## src/rtl/chdel_pkg.sv

```systemverilog
// Shared types and defaults for the channel delay array.
package chdel_pkg;

    localparam int unsigned CHDEL_NCH_DEFAULT = 4;
    localparam int unsigned CHDEL_DW_DEFAULT  = 16;

    typedef enum logic [1:0] {
        IDLE  = 2'd0,
        DELAY = 2'd1,
        PULSE = 2'd2
    } chdel_state_e;

endpackage

```

## src/rtl/ch_delay_array_if.sv

```systemverilog
// Signal bundles: one per delay channel, and the full array view used by the bench.
interface chdel_ch_if
    import chdel_pkg::*;
#(
    parameter int unsigned DW = CHDEL_DW_DEFAULT
);
    logic          ch_en;
    logic          start;
    logic          mode;
    logic [DW-1:0] delay;
    logic [DW-1:0] width;
    logic          ext_done;
    logic          abort;
    logic          out;
    logic          busy;
    logic          done;

    modport master (
        output ch_en, start, mode, delay, width, ext_done, abort,
        input  out, busy, done
    );

    modport slave (
        input  ch_en, start, mode, delay, width, ext_done, abort,
        output out, busy, done
    );
endinterface


```

## src/rtl/chdel_channel.sv

```systemverilog
// One delay channel: IDLE -> DELAY -> PULSE -> IDLE, pulse ended by width count or analog return.
// CHDEL_GZI_SYNC_EN: pass ext_done through a 2-flop synchroniser before use.
module chdel_channel
    import chdel_pkg::*;
#(
    parameter int unsigned DW = CHDEL_DW_DEFAULT
) (
    input logic       i_clk,
    input logic       i_rst_n,
    chdel_ch_if.slave ch
);

    localparam logic [DW-1:0] ONE = DW'(1);

    chdel_state_e  state, state_nx;
    logic [DW-1:0] cnt, cnt_nx;
    logic [DW-1:0] width_q, width_nx;
    logic          mode_q, mode_nx;
    logic          done_nx;
    logic          start_d;
    logic          primed;
    logic          out_q, busy_q, done_q;
    logic          ext_s;
    logic          start_edge;

`ifdef CHDEL_GZI_SYNC_EN
    logic [1:0] ext_sync;

    always_ff @(posedge i_clk or negedge i_rst_n) begin
        if (!i_rst_n) ext_sync <= '0;
        else          ext_sync <= {ext_sync[0], ch.ext_done};
    end

    assign ext_s = ext_sync[1];
`else
    assign ext_s = ch.ext_done;
`endif

    // primed blocks the first cycle after reset so a held-high start is not an edge
    assign start_edge = primed & ch.start & ~start_d;

    always_comb begin
        state_nx = state;
        cnt_nx   = cnt;
        width_nx = width_q;
        mode_nx  = mode_q;
        done_nx  = 1'b0;
        if (ch.abort || !ch.ch_en) begin
            state_nx = IDLE;
            cnt_nx   = '0;
        end else begin
            case (state)
                IDLE: begin
                    if (start_edge) begin
                        mode_nx  = ch.mode;
                        width_nx = ch.width;
                        // a zero delay skips DELAY so the pulse still rises one cycle after the edge
                        if (ch.delay == '0) begin
                            state_nx = PULSE;
                            cnt_nx   = ch.width;
                        end else begin
                            state_nx = DELAY;
                            cnt_nx   = ch.delay;
                        end
                    end
                end
                DELAY: begin
                    if (cnt <= ONE) begin
                        state_nx = PULSE;
                        cnt_nx   = width_q;
                    end else begin
                        cnt_nx = cnt - ONE;
                    end
                end
                PULSE: begin
                    if (mode_q) begin
                        if (cnt <= ONE) begin
                            state_nx = IDLE;
                            cnt_nx   = '0;
                            done_nx  = 1'b1;
                        end else begin
                            cnt_nx = cnt - ONE;
                        end
                    end else if (ext_s) begin
                        state_nx = IDLE;
                        done_nx  = 1'b1;
                    end
                end
                default: begin
                    state_nx = IDLE;
                    cnt_nx   = '0;
                end
            endcase
        end
    end

    always_ff @(posedge i_clk or negedge i_rst_n) begin
        if (!i_rst_n) begin
            state   <= IDLE;
            cnt     <= '0;
            width_q <= '0;
            mode_q  <= 1'b0;
            start_d <= 1'b0;
            primed  <= 1'b0;
            out_q   <= 1'b0;
            busy_q  <= 1'b0;
            done_q  <= 1'b0;
        end else begin
            state   <= state_nx;
            cnt     <= cnt_nx;
            width_q <= width_nx;
            mode_q  <= mode_nx;
            start_d <= ch.start;
            primed  <= 1'b1;
            out_q   <= (state_nx == PULSE);
            busy_q  <= (state_nx != IDLE);
            done_q  <= done_nx;
        end
    end

    assign ch.out  = out_q;
    assign ch.busy = busy_q;
    assign ch.done = done_q;

endmodule

```

## src/rtl/ch_delay_array.sv

```systemverilog
// Array of NCH independent programmable delay/pulse channels.
// CHDEL_GZI_SYNC_EN selects a 2-flop synchroniser on i_ext_done inside each channel.
module ch_delay_array
    import chdel_pkg::*;
#(
    parameter int unsigned NCH = CHDEL_NCH_DEFAULT,
    parameter int unsigned DW  = CHDEL_DW_DEFAULT
) (
    input  logic              i_clk,
    input  logic              i_rst_n,
    input  logic [NCH-1:0]    i_ch_en,
    input  logic [NCH-1:0]    i_start,
    input  logic              i_mode,
    input  logic [NCH*DW-1:0] i_delay,
    input  logic [NCH*DW-1:0] i_width,
    input  logic [NCH-1:0]    i_ext_done,
    input  logic              i_abort,
    output logic [NCH-1:0]    o_out,
    output logic [NCH-1:0]    o_busy,
    output logic [NCH-1:0]    o_done
);

    for (genvar k = 0; k < NCH; k++) begin : g_ch
        chdel_ch_if #(.DW(DW)) ch_bus ();

        assign ch_bus.ch_en    = i_ch_en[k];
        assign ch_bus.start    = i_start[k];
        assign ch_bus.mode     = i_mode;
        assign ch_bus.delay    = i_delay[k*DW +: DW];
        assign ch_bus.width    = i_width[k*DW +: DW];
        assign ch_bus.ext_done = i_ext_done[k];
        assign ch_bus.abort    = i_abort;

        chdel_channel #(.DW(DW)) u_ch (
            .i_clk   (i_clk),
            .i_rst_n (i_rst_n),
            .ch      (ch_bus)
        );

        assign o_out[k]  = ch_bus.out;
        assign o_busy[k] = ch_bus.busy;
        assign o_done[k] = ch_bus.done;
    end

endmodule

```

## config.mk

```make
export PLATFORM = sky130hd
export DESIGN_NAME = ch_delay_array
export DESIGN_NICKNAME = d
export VERILOG_FILES = /design/src/rtl/chdel_pkg.sv /design/src/rtl/ch_delay_array_if.sv /design/src/rtl/chdel_channel.sv /design/src/rtl/ch_delay_array.sv
export SDC_FILE = /design/constraint.sdc
export NUM_CORES = 1
export LEC_CHECK = 0
export ABC_AREA = 0
export CORE_MARGIN = 1
export CORE_UTILIZATION = 54
export DETAILED_ROUTE_END_ITERATION = 6
export PLACE_DENSITY = 0.81
export SLEW_MARGIN = 5
export SYNTH_ARGS = -nofsm -noshare
export SYNTH_HDL_FRONTEND = slang
export SYNTH_SLANG_ARGS = --single-unit
```

## constraint.sdc

```tcl
create_clock -name i_clk -period 3.05 [get_ports i_clk]
set_clock_uncertainty 0.05 [all_clocks]
set_input_delay 0.305 -clock i_clk [delete_from_list [all_inputs] [get_ports i_clk]]
set_output_delay 0.305 -clock i_clk [all_outputs]
set_load 0.05 [all_outputs]
```

; After elaboration in Yosys (flattened, before gate mapping)
; Cells that the tools add are included.
[word_totals]
regBits = 157
word_cells = 185
[classes]
addsub = 4
order_cmp = 4
n_eq_ne = 20
muxes = 80
n_bitwise = 16
reduce_logical = 28
[ops]
columns = operator, count
row1 = $mux 16, 24
row2 = $pmux 16 s3, 4
row3 = $le 16x1->1 const B, 4
row4 = $logic_not 16->1, 4
row5 = $sub 16x1->16 const B, 4
row6 = $mux 2, 28
row7 = $ne 3x1->1 const B, 8
row8 = $pmux 2 s3, 4
row9 = $mux 1, 20
row10 = $eq 2x2->1 const B, 8
row11 = $reduce_and 3->1, 4
row12 = $and 1x1->1, 8
row13 = $eq 2x1->1 const B, 4
row14 = $logic_not 2->1, 4
row15 = $not 1->1, 8
row16 = $reduce_and 2->1, 4
row17 = $reduce_bool 2->1, 4
row18 = $logic_not 1->1, 4
row19 = $logic_or 1x1->1, 4

; Logic depth before layout (Yosys ltp)
[depth]
depth_word = 6
depth_mapped = 12

; Cells and area by module
; From an unflattened synthesis, not the netlist that was laid out.
[unflattened]
cells_unflattened = 1006
area_unflattened_um2 = 9395.3
[modules_own_cells]
columns = mod, n_inst, cells_each, area_per_inst_um2, seq_area_each_um2
row1 = chdel_channel at g_ch[1].u_ch ..., 2, 272, 2416.1, 1001.0
row2 = chdel_channel at g_ch[3].u_ch, 1, 231, 2263.4, 1001.0
row3 = chdel_channel at g_ch[0].u_ch, 1, 219, 2209.6, 1001.0
row4 = ch_delay_array, 1, 12, 90.1, 0.0

; Worst setup path before layout
; OpenSTA, ideal clock, no wires.
[synth_path]
kind = reg2reg
from = reg g_ch[1].u_ch.cnt[8]
to = reg g_ch[1].u_ch.cnt[5]
setup_time_ns = 0.142
arrival_time_ns = 2.198
required_time_ns = 2.858
slack_ns = 0.660
path_stages_with_launch = 10
synth_period_minus_slack_ns = 2.390
path_cell_list = dfrtp_1 > buf_6 > or3_1 > or4_1 > buf_6 > o21ai_4 > buf_4 > a21oi_1 > o21ai_1 > o221ai_1
[synth_between]
elab_chain_cells = 5
word_cells_on_any_way = 6
cone_classes = 1 x order compare / 5 x mux
[synth_rtl]
columns = item, line_no
row1 = from (decl), chdel_channel.sv:16  ; logic [DW-1:0] cnt, cnt_nx;
row2 = from (signal assigned), chdel_channel.sv:110  ; cnt <= cnt_nx;
row3 = $le 16x1->1 *, "chdel_channel.sv:68, chdel_channel.sv:77"
row4 = $mux 16, chdel_channel.sv:77  ; if (cnt <= ONE) begin
row5 = $mux 16, chdel_channel.sv:76  ; if (mode_q) begin
row6 = $pmux 16 s3 *, chdel_channel.sv:52  ; case (state)
row7 = $mux 16 *, chdel_channel.sv:48  ; if (ch.abort || !ch.ch_en) begin
; Every way passes the cells marked *; elsewhere a longest branch is shown, timed or not. The select of a mux whose other input is x is not followed.
; A chain may end at the register's enable or synchronous reset.

; Worst setup path in the final report
[layout_path]
from = reg g_ch[1].u_ch.cnt[8]
to = reg g_ch[1].u_ch.cnt[3]
; Same word-level chain as after synthesis.

==> qor.csv <==
metric;value;unit
status;finished clean;
viasPerCell;6.25;
clk_latency;0.44;ns
ys_types;81;
cts-root-buf;clkbuf_16;
clk_path_buf_depth;2;
finalNetCount;1318;
clock_sinks;157;
internal-power;4.06;mW
switching_share;29.6;%
vias;8743;
cp-end-kind;flop;
rsz0062_at_grt;false;
grt_pass1_vias;8437;
synth_area;9250;sq um
final_common_cell;dfrtp_1;
die_h;133;microns
grt.total_usage;30.3;%
clk_pin_slew;0.07;ns
synth-edff-count;0;
slew-limit-headroom;27.9;%
wl;25.6;mm
ir_worst_vdd;0.000418;V
drc;0;
routedWlPerCell;18.3;microns
seq_area;3930;sq um
cp.arrival;3.05;ns
power.share.combinational;19.6;%
fin_crit_sh;91.4;%
share_seq_of_total_power;43.6;%
min_period;2.79;ns
cts_buffers;17;
row_count;47;
yosysSeqAreaShare;42.5;%
worst_pin_slew;1.08;ns
p_per_area;498;nW/um^2
final_cell_mix;dfrtp_1 (157), clkdlybuf4s50_1 (154), nand2_1 (119), a21oi_1 (109), nor2_1 (80);
cp.required;3.31;ns
syn_inst;1025;
clockPowerShare;36.8;%
ys_seq_elements;157;
switchingPower;1.71;mW
cts_max_level;4;
setup_tns;0;ns
maxCapViolCount;0;
rr_worst_depth;5;
grt_start_max_net_pins;74;
final-hold-violation-count;0;
syn_area_per_cell;9.02;sq um
drive_gt1_share;11.8;%
cts_setup_buffers;0;
insertedDiodeCount;0;
antenna_found_initial;0;
path_cells;or3_1 -> or4_1 -> o21ai_4 -> o22ai_1 -> a221o_1;
multi_input_area;4890;sq um
worstSetupPathType;flop to flop;
place_congestion;0.933;
start_kind;flop;
drtIter0Drc;816;
crit_buf_inv;0;
hold_path_end;g_ch[2].u_ch.start_d$_DFF_PN0_;
hp-class;input pin to flop;
crit_path_max_fanout;19;
core;16600;sq um
grt_first_pass_wirelength;42.7;mm
fill_cells;1310;
die_area;17600;sq um
grt.overflow.total;0;
drv_slew;0;
r2r-end;g_ch[1].u_ch.cnt[3]$_DFFE_PN0P_;
area_growth;25.5;%
rr_startpoint;g_ch[1].u_ch.cnt[8]$_DFFE_PN0P_;
ant_nets;0;
crit_slowest_cell;or4_1;
die_w;133;microns
initial_core_util;55.6;%
syn-num-nets;1177;
hold_start;i_start[2];
whs;0.293;ns
setup_viol;0;
first_pass_iters;7;
ys.flop_type;dfrtp_1;
cts_tree;done;
async_flop_share;100;%
hold_depth;1;
io_buffer_count;155;
dp_hpwl;18.8;mm
leakage;4.96;nW
yosysWarnings;0;
path_delay_family;simple AND/OR/NAND/NOR gates;
io_pins;156;
slowest_delay;0.79;ns
rrSetupSlack;0.26;ns
dp_slack;0.314;ns
max_freq;0.359;GHz
fin_ws;0.262;ns
==> routing by layer <==
metal | track usage, % | up-vias | part of all wire (%)
li1 | - | 4107 | -
met1 | 41.8 | 4173 | 45
met2 | 48.1 | 403 | 47
met3 | 4.64 | 60 | 5.9
met4 | 11.3 | 0 | 2.5
met5 | 0 | - | 0
==> state kept, by name, indices dropped and copies added, names as in the netlist <==
register / cells
g_ch.u_ch.start_d: 4
g_ch.u_ch.width_q: 64
g_ch.u_ch.ch.out: 4
g_ch.u_ch.ch.busy: 4
g_ch.u_ch.ch.done: 4
g_ch.u_ch.mode_q: 4
g_ch.u_ch.primed: 1
g_ch.u_ch.cnt: 64
g_ch.u_ch.state: 8
==> Yosys cell counts (all sizes together), types with 6 or more instances <==
master	instances	area (sq um)
dfrtp	157	3930
nand2	119	447
a21oi	110	554
nor2	82	318
o21ai	63	330
mux2	52	586
nor3	44	259
clkbuf	41	154
nor4	33	228
buf	27	208
nand2b	24	150
o221ai	20	175
a211oi	19	143
inv	19	71.3
nand3	16	80.1
a22oi	15	113
a31oi	12	75.1
nor2b	12	75.1
a221oi	9	85.1
o2bb2ai	9	78.8
or3	9	56.3
or4	9	75.1
ha	8	100
nand3b	8	60.1
or2	8	50.1
xor2	8	70.1
o22ai	7	43.8
o211ai	6	45.0
==> worst max path at each step <==
stage                                          from                               to  slack (ns)  cells past startpoint
finish              g_ch[1].u_ch.cnt[8]$_DFFE_PN0P_  g_ch[1].u_ch.cnt[3]$_DFFE_PN0P_        0.26                      5
global route        g_ch[1].u_ch.cnt[8]$_DFFE_PN0P_  g_ch[1].u_ch.cnt[6]$_DFFE_PN0P_        0.12                      6
CTS                 g_ch[1].u_ch.cnt[8]$_DFFE_PN0P_  g_ch[1].u_ch.cnt[3]$_DFFE_PN0P_        0.29                      5
detailed placement  g_ch[1].u_ch.cnt[8]$_DFFE_PN0P_  g_ch[1].u_ch.cnt[3]$_DFFE_PN0P_        0.31                      5
global placement    g_ch[1].u_ch.cnt[8]$_DFFE_PN0P_  g_ch[1].u_ch.cnt[3]$_DFFE_PN0P_        0.38                      5
floorplan           g_ch[1].u_ch.cnt[8]$_DFFE_PN0P_  g_ch[1].u_ch.cnt[5]$_DFFE_PN0P_        0.66                      9
==> kinds of logic after synthesis <==
group	Yosys count	synth area share, %
mux	56	6.77
fa+ha+maj	8	1.08
compound gates	315	22.2
other cells	1	0.0406
simple gates	388	21.5
xor+xnor	13	1.23
flops	157	42.5
buf+inv	87	4.68
==> stage by stage <==
| stage | cells | util [%] | area (sq um) | power [mW] |
|---|---|---|---|---|
| after floorplan | 1025 | - | 9250 | 3.20 |
| after global placement | 1366 | 66.1 | 11000 | 3.63 |
| after detailed placement | 1366 | 66.1 | 11000 | 3.66 |
| after CTS | 1399 | 69.7 | 11600 | 5.79 |
| after global routing | 1399 | 69.7 | 11600 | 6.02 |
| final | 1399 | 69.7 | 11600 | 5.77 |
==> power by group through the flow <==
| stage | registers, mW | logic (mW) | clock network (mW) |
|---|---|---|---|
| floorplan | 2.48 | 0.722 | 0 |
| global placement | 2.53 | 1.09 | 0 |
| detailed placement | 2.55 | 1.12 | 0 |
| CTS | 2.51 | 1.13 | 2.16 |
| global route | 2.54 | 1.25 | 2.23 |
| finish | 2.52 | 1.13 | 2.12 |
==> layout make-up <==
class	instances	area share [%]
inverters	19	0.615
clock buffers	18	3.79
well taps	220	2.37
flip-flops and latches	157	33.9
multi-input cells	781	42.2
repair buffers	190	15.9
clock inverters	14	1.29
==> what timing repair did <==
item / CTS / global route
resized for setup: 0 / 0
hold buffers: 1 / 0
endpoints found under the setup margin: 0 / 0
hold endpoints to repair: 71 / 0
Power figures use the tool's default switching activity.
